[src/rtl/uart_tx_arbiter.sv]
// uart_tx_arbiter: round-robin scheduler sharing one UART transmitter among NUM_REQ byte producers
//
// Ports:
//   clk_i            system clock
//   rst_i            synchronous active-high reset
//   req_valid_i      per-requester byte-available flag
//   req_data_i       packed bytes, requester i at [i*DATA_WIDTH +: DATA_WIDTH]
//   req_par_en_i     per-requester parity enable
//   req_par_typ_i    per-requester parity type (0 even, 1 odd)
//   req_ready_o      one-hot accept strobe (combinational, IDLE only)
//   tx_p_data_o      byte to transmitter, held from capture to next capture
//   tx_data_valid_o  one-cycle launch pulse
//   tx_par_en_o      parity enable to transmitter
//   tx_par_typ_o     parity type to transmitter
//   tx_busy_i        transmitter busy
//   grant_id_o       requester owning the current frame
//   arb_err_o        one-cycle pulse when BUSY never rises after a launch
//
// Optional: define UART_TX_ARB_GUARD_EN to insert GUARD_CYCLES idle cycles after each frame.
module uart_tx_arbiter #(
    parameter int NUM_REQ       = 4,
    parameter int DATA_WIDTH    = 8,
    parameter int START_TIMEOUT = 15,
    parameter int GUARD_CYCLES  = 2
) (
    input  logic                          clk_i,
    input  logic                          rst_i,
    input  logic [NUM_REQ-1:0]            req_valid_i,
    input  logic [NUM_REQ*DATA_WIDTH-1:0] req_data_i,
    input  logic [NUM_REQ-1:0]            req_par_en_i,
    input  logic [NUM_REQ-1:0]            req_par_typ_i,
    output logic [NUM_REQ-1:0]            req_ready_o,
    output logic [DATA_WIDTH-1:0]         tx_p_data_o,
    output logic                          tx_data_valid_o,
    output logic                          tx_par_en_o,
    output logic                          tx_par_typ_o,
    input  logic                          tx_busy_i,
    output logic [$clog2(NUM_REQ)-1:0]    grant_id_o,
    output logic                          arb_err_o
);
    localparam int IW      = $clog2(NUM_REQ);
    // One counter serves both the start timeout and the guard interval.
    localparam int CNT_MAX = (START_TIMEOUT > GUARD_CYCLES) ? START_TIMEOUT : GUARD_CYCLES;
    localparam int CW      = $clog2(CNT_MAX + 1);

    typedef enum logic [2:0] {
        IDLE,
        LAUNCH,
        WAIT_BUSY,
        WAIT_DONE
`ifdef UART_TX_ARB_GUARD_EN
        , GUARD
`endif
    } state_t;

    state_t                state_q;
    logic [IW-1:0]         ptr_q;
    logic [IW-1:0]         grant_id_q;
    logic [CW-1:0]         cnt_q;
    logic [DATA_WIDTH-1:0] tx_p_data_q;
    logic                  tx_data_valid_q;
    logic                  tx_par_en_q;
    logic                  tx_par_typ_q;
    logic                  arb_err_q;
    logic [IW-1:0]         win;
    logic [IW-1:0]         idx;
    logic                  found;
    logic                  grant;
    logic [DATA_WIDTH-1:0] bytes [NUM_REQ];

    always_comb begin
        for (int i = 0; i < NUM_REQ; i++) bytes[i] = req_data_i[i*DATA_WIDTH +: DATA_WIDTH];
    end

    // Scan starts one past the last winner so every requester is reached within NUM_REQ grants.
    always_comb begin
        win   = '0;
        idx   = '0;
        found = 1'b0;
        for (int k = 1; k <= NUM_REQ; k++) begin
            idx = IW'((int'(ptr_q) + k) % NUM_REQ);
            if (!found && req_valid_i[idx]) begin
                win   = idx;
                found = 1'b1;
            end
        end
    end

    assign grant       = !rst_i && state_q == IDLE && !tx_busy_i && found;
    assign req_ready_o = grant ? NUM_REQ'(1) << win : '0;

    always_ff @(posedge clk_i) begin
        if (rst_i) begin
            state_q         <= IDLE;
            ptr_q           <= IW'(NUM_REQ - 1);
            grant_id_q      <= '0;
            cnt_q           <= '0;
            tx_p_data_q     <= '0;
            tx_data_valid_q <= 1'b0;
            tx_par_en_q     <= 1'b0;
            tx_par_typ_q    <= 1'b0;
            arb_err_q       <= 1'b0;
        end else begin
            tx_data_valid_q <= 1'b0;
            arb_err_q       <= 1'b0;
            case (state_q)
                IDLE: if (grant) begin
                    tx_p_data_q     <= bytes[win];
                    tx_par_en_q     <= req_par_en_i[win];
                    tx_par_typ_q    <= req_par_typ_i[win];
                    grant_id_q      <= win;
                    ptr_q           <= win;
                    tx_data_valid_q <= 1'b1;
                    state_q         <= LAUNCH;
                end
                LAUNCH: begin
                    cnt_q   <= '0;
                    state_q <= WAIT_BUSY;
                end
                WAIT_BUSY: if (tx_busy_i) begin
                    state_q <= WAIT_DONE;
                end else if (cnt_q == CW'(START_TIMEOUT - 1)) begin
                    arb_err_q <= 1'b1;
                    state_q   <= IDLE;
                end else begin
                    cnt_q <= cnt_q + CW'(1);
                end
`ifdef UART_TX_ARB_GUARD_EN
                WAIT_DONE: if (!tx_busy_i) begin
                    cnt_q   <= '0;
                    state_q <= GUARD;
                end
                GUARD: if (cnt_q == CW'(GUARD_CYCLES - 1)) state_q <= IDLE;
                else cnt_q <= cnt_q + CW'(1);
`else
                WAIT_DONE: if (!tx_busy_i) state_q <= IDLE;
`endif
                default: state_q <= IDLE;
            endcase
        end
    end

    assign tx_p_data_o     = tx_p_data_q;
    assign tx_data_valid_o = tx_data_valid_q;
    assign tx_par_en_o     = tx_par_en_q;
    assign tx_par_typ_o    = tx_par_typ_q;
    assign grant_id_o      = grant_id_q;
    assign arb_err_o       = arb_err_q;
endmodule

[config.mk]
export PLATFORM = sky130hd
export DESIGN_NAME = uart_tx_arbiter
export DESIGN_NICKNAME = d
export VERILOG_FILES = /design/src/rtl/uart_tx_arbiter.sv
export SDC_FILE = /design/constraint.sdc
export NUM_CORES = 1
export LEC_CHECK = 0
export BUFFER_PORTS_ARGS = -buffer_cell sky130_fd_sc_hd__buf_2
export CORE_ASPECT_RATIO = 0.8
export CORE_UTILIZATION = 48
export CTS_BUF_LIST = sky130_fd_sc_hd__clkbuf_16
export DETAILED_ROUTE_END_ITERATION = 8
export HOLD_SLACK_MARGIN = 0.08
export PLACE_DENSITY = 0.84
export SETUP_SLACK_MARGIN = 0.05
export SLEW_MARGIN = 25
export SYNTH_ARGS = -nofsm -noshare
export SYNTH_HDL_FRONTEND = slang
export SYNTH_SLANG_ARGS = --single-unit
[constraint.sdc]
create_clock -name clk_i -period 4.95 [get_ports clk_i]
set_input_delay 0.7425 -clock clk_i [delete_from_list [all_inputs] [get_ports clk_i]]
set_output_delay 0.7425 -clock clk_i [all_outputs]
set_load 0.02 [all_outputs]
==> results of run 1 <==
cell type report:
class	instances	share of cell area (%)
Clock buffer	3	4.48
Clock inverter	1	1.79
Inverter	4	0.897
Multi-Input combinational cell	105	44.2
Sequential cell	22	26.3
Tap cell	36	2.69
Timing Repair Buffer	65	19.6
stage by stage:
| stage | instance area [sq um] | hold WS, ns | cells | total power, mW |
|---|---|---|---|---|
| 2_1_floorplan | 1270 | 0.452 | 139 | 0.304 |
| 3_3_place_gp | 1570 | 0.465 | 232 | 0.339 |
| 3_5_place_dp | 1570 | 0.490 | 232 | 0.342 |
| 4_1_cts | 1670 | 0.504 | 236 | 0.568 |
| 5_1_grt | 1670 | 0.521 | 236 | 0.593 |
| 6_report | 1670 | 0.496 | 236 | 0.563 |
synth_stat cells, drive strengths merged (2+ instances only):
library cell   n  share of area (%)
dfxtp         22                 35
nand2         16                4.7
a21oi         14                6.4
o21ai         12                4.7
mux2i         11                8.7
a221oi        10                7.4
nor2           9                3.3
buf            7                5.4
inv            4                1.2
nand2b         3                1.5
nand3          3                1.2
a22oi          2                1.2
a31oi          2               0.99
and2           2               0.99
ha             2                2.0
nor3           2               0.79
xor2           2                1.4
registers in the layout (all words and copies together) (netlist names):
signal and flops:
grant_id_o 2, arb_err_o 1, state_q 2, tx_p_data_o 8, cnt_q 4, tx_data_valid_o 1, tx_par_typ_o 1, ptr_q 2
tx_par_en_o 1
routing by layer:
metal	track usage, %	up-vias
met5	0	-
met3	6.49	2
met1	28.6	583
met2	40.4	43
met4	4.29	0
li1	-	635
worst paths after layout:
| path | endpoint | depth (start not counted) | startpoint |
|---|---|---|---|
| setup / recovery | req_ready_o[1] | 6 | rst_i |
| hold / removal | ptr_q[0] | 1 | ptr_q[0] |
| setup reg to reg | tx_p_data_o[6] | 4 | state_q[1] |
| hold reg to reg | ptr_q[0] | 1 | ptr_q[0] |
worst reg2reg max path, cell delays in order, from the launching register on:
cell and delay (ns):
dfxtp_1 0.37, or4_4 0.56, a21oi_4 0.41, a21boi_2 0.56, a221oi_1 0.16
report_power, final:
part	switching, mW	internal, mW	leakage (nW)	total [mW]
Sequential	0.0101	0.191	0.180	0.201
Combinational	0.0804	0.0579	0.572	0.138
Clock	0.0634	0.160	0.0511	0.224
Total	0.154	0.409	0.804	0.563
logic make-up after synthesis:
family | share of synthesized area, %
fa+ha+maj | 1.97
buf+inv | 6.90
simple gates | 15.9
xor+xnor | 1.38
compound gates | 29.6
mux | 9.57
flops | 34.7
==> impl_results.md, run 1 <==
* Total wire length at 3040 um
* Initial core utilization at 51.1%
* IO Port Bufs at 64
* Max layer used: met4
* Fmax at 288 MHz
* Synth async-reset ratio at 0%
* Routed Antenna Nets at 0
* Post-Syn Area at 1270 sq um
* Final worst setup slack at 1.48 ns
* Max Clock Skew at 0.00460 ns
* Num rows at 16
* Minimum clock period at 3.47 ns
* Endpoint class of the critical path: output port
* Area growth from synthesis to layout at 32.0%
* Setup TNS Final at 0 ns
* Initial DRC count at 47
* Sequential area share after synthesis at 34.7%
* DR vias at 1263
* Drt pass-1 iters at 4
* RSZ-0062 raised after global routing: false
* Root Driver: clkbuf_16
* Most common cell on crit path: buf_2
* Largest net degree at the start of global routing at 24
* Crit share post-route at 70.1%
* CP max stage delay at 0.56 ns
* Nets@finish at 250
* Worst skew pair latency at 0.25 ns
* Unique masters post-synth at 38
* Worst EP required at 4.21 ns
* Syn avg cell area at 9.13 sq um
* Worst EP arrival at 2.73 ns
* Postcts setup bufs at 0
* Final HPWL from detailed placement at 2290 um
* Min-Delay Path Class: flip-flop to flip-flop
* Die Wd at 59.5 um
* Post-synth EDFFs at 0
* Share of post-route cells with drive strength above 1 at 39.5%
* Multi-input gate area at 741 sq um
* CTS Buf Count at 3
* Slew Limit Headroom at 62.8%
* CTS resizes at 0
* Inserted Diodes at 0
* TritonCTS clock tree: done
* Number of synthesized register bits at 22
* R2r setup slk at 2.74 ns
* # setup viols final at 0
* Most frequent cells in the layout: buf_2 (64), dfxtp_1 (22), nand2_1 (16)
* Worst-Margin Slew at 0.555 ns
* H-tree levels at 1
* Pwr dens at 337 nW/um^2
* Clock tree buffer depth at 2
* Maximum Capacitance Violations at 0
* Overflow after GRT at 0
* Synth Net Count at 188
* Type of the worst setup path: input pin to output port
* Vias in the first global route at 1134
* Endpoints failing hold at 0
* I/O pins at 65
* Post-synthesis cell count at 139
* Worst vdd ir at 0.000214 V
* Met2 Wirelength at 1420 um
* CP startpoint kind: input pin
* Met3 routed WL at 202 um
* M1 wire length at 1410 um
* Post-synth top flop: dfxtp_1
* Fillers at 209
* Core Util, Final at 67.4%
* Clock transition at path regs at 0.06 ns
* Die Area at 2850 sq um
* Initial antenna violation count at 0
* Max Transition Viols Final at 0
* Commonest non-fill, non-tap cell in the layout: buf_2
* Global-route wire length before repair at 4810 um
* Yosys Warn Count at 0
* Worst-path cell chain: buf_2 > or4_4 > a21oi_4 > a21boi_2 > and2_1 > buf_2
* Reg area at 440 sq um
* Post-Place Worst Slack at 1.48 ns
* Post-cts hold buffer count at 0
* P_leak at 0.804 nW
* GRT Util Overall at 22.9%
* Outcome: finished, final reports clean
* GPL Wtd Cong at 0.779
* Vias per Instance at 5.35
* Buffers and inverters on the worst path at 2
* Crit path max-delay family: compound AO/OA/AOI/OAI gates
* Die height at 48.0 um
* Clk sinks at 22
* Crit-path slowest cell: a21boi_2
* Residual DRC at 0
* Wire per inst at 12.9 um
* Core ar. at 2480 sq um
* Critical path fanouts, max at 19
Note: power is estimated with default switching activity, not from simulation.
==> inputs of run 2 (changes only) <==
CORE_UTILIZATION = 40   (was 48)
PLACE_DENSITY = 0.75   (was 0.84)
clock period = 3.1 ns   (was 4.95 ns; I/O delays follow)
==> impl_results.md, run 2 (synthesized netlist as in run 1, its figures left out) <==
* Outcome: finished, final reports clean
* Largest net degree at the start of global routing at 17
* RSZ-0062 raised after global routing: false
* Initial antenna violation count at 0
* # setup viols final at 0
* Area growth from synthesis to layout at 33.9%
* R2R Path End: tx_par_en_o
* Wire per inst at 13.7 um
* Die Wd at 65.0 um
* R2r setup slk at 1.16 ns
* Core ar. at 2890 sq um
* Minimum clock period at 2.52 ns
* Routed Antenna Nets at 0
* Num rows at 17
* CP startpoint kind: flip-flop
* Die height at 52.4 um
* Worst skew pair latency at 0.25 ns
* Clock tree buffer depth at 2
* Postcts setup bufs at 0
* Met3 routed WL at 299 um
* Clk sinks at 22
* Global-route wire length before repair at 5530 um
* TritonCTS clock tree: done
* Max layer used: met4
* Worst-Margin Slew at 0.512 ns
* DR vias at 1276
* CP startpoint: state_q[1]
* Fillers at 267
* Crit share post-route at 81.3%
* Residual DRC at 0
* Overflow after GRT at 0
* Endpoints failing hold at 0
* M1 wire length at 1640 um
* CP Capture Point: req_ready_o[1]
* Type of the worst setup path: flip-flop to output port
* P_leak at 0.819 nW
* CTS Buf Count at 3
* Worst vdd ir at 0.000349 V
* Worst EP arrival at 2.06 ns
* Share of post-route cells with drive strength above 1 at 40.4%
* Initial core utilization at 43.9%
* GRT Util Overall at 21.5%
* Min-Delay Path Class: input pin to flip-flop
* Final HPWL from detailed placement at 2450 um
* I/O pins at 65
* Placed Instance Area at 1590 sq um
* Clock transition at path regs at 0.06 ns
* Max Clock Skew at 0.00140 ns
* Max Transition Viols Final at 0
* Root Driver: clkbuf_16
* R2R Path Start: ptr_q[0]
* Drt pass-1 iters at 4
* Vias in the first global route at 1187
* GPL Wtd Cong at 0.838
* Fmax at 397 MHz
* Hold path start: tx_busy_i
* Most frequent cells in the layout: buf_2 (64), dfxtp_1 (22), nand2_1 (16)
* Pwr dens at 537 nW/um^2
* Worst reg2reg path depth at 6
* CTS resizes at 0
* Setup TNS Final at 0 ns
* Commonest non-fill, non-tap cell in the layout: buf_2
* Final instance area at 1700 sq um
* Die Area at 3400 sq um
* Post-cts hold buffer count at 0
* Maximum Capacitance Violations at 0
* Vias per Instance at 5.29
* Worst EP required at 2.63 ns
* Initial DRC count at 26
* Hold Path Stages at 2
* Max reg flops at 8
* IO Port Bufs at 64
* Total wire length at 3290 um
* Critical path fanouts, max at 11
* Nets@finish at 253
* Slew Limit Headroom at 65.9%
* Met2 Wirelength at 1340 um
* Endpoint class of the critical path: output port
* Inserted Diodes at 0
* H-tree levels at 1
## run 2: report_power, final
group          switching (mW)  total [mW]  internal (mW)
Sequential             0.0166       0.322          0.305
Clock                   0.103       0.359          0.256
Combinational           0.133       0.231         0.0975
## run 2: final cells by class
| cell class | count | area [sq um] | share of cell area, % |
|---|---|---|---|
| sequential | 22 | 440 | 25.9 |
| multi-input combinational | 105 | 741 | 43.6 |
| tap | 38 | 47.5 | 2.80 |
| clock inverter | 1 | 30.0 | 1.77 |
| clock buffer | 3 | 75.1 | 4.42 |
| inverter | 4 | 15.0 | 0.884 |
| timing repair buffer | 68 | 350 | 20.6 |
## run 2: worst min path at each step
stage / endpoint
floorplan: ptr_q[0]
global placement: ptr_q[0]
detailed placement: ptr_q[0]
CTS: arb_err_o
global route: arb_err_o
finish: arb_err_o
## run 2: per-stage QoR
| stage | instances | power (mW) | utilization, % | worst slack, ns | hold slack [ns] |
|---|---|---|---|---|---|
| detailed placement | 237 | 0.555 | 55.1 | 0.653 | 0.468 |
| CTS | 241 | 0.918 | 58.7 | 0.580 | 0.435 |
| global route | 241 | 0.953 | 58.7 | 0.446 | 0.453 |
| finish | 241 | 0.912 | 58.7 | 0.580 | 0.449 |
| global placement | 237 | 0.555 | 55.1 | 0.685 | 0.469 |
| floorplan | 139 | 0.486 | - | 0.719 | 0.452 |
## run 2: worst max-delay path: stages, from the launching register on
cell      delay, ns
dfxtp_1        0.36
or4_4          0.57
a21oi_4        0.31
a21boi_2       0.25
and2_1         0.15
buf_2          0.16
## run 2: layer usage
layer  up-vias  GRT usage (%)
li1        643              -
met1       570           29.8
met2        61           33.5
met3         2           6.52
met4         0           2.22
met5         -              0
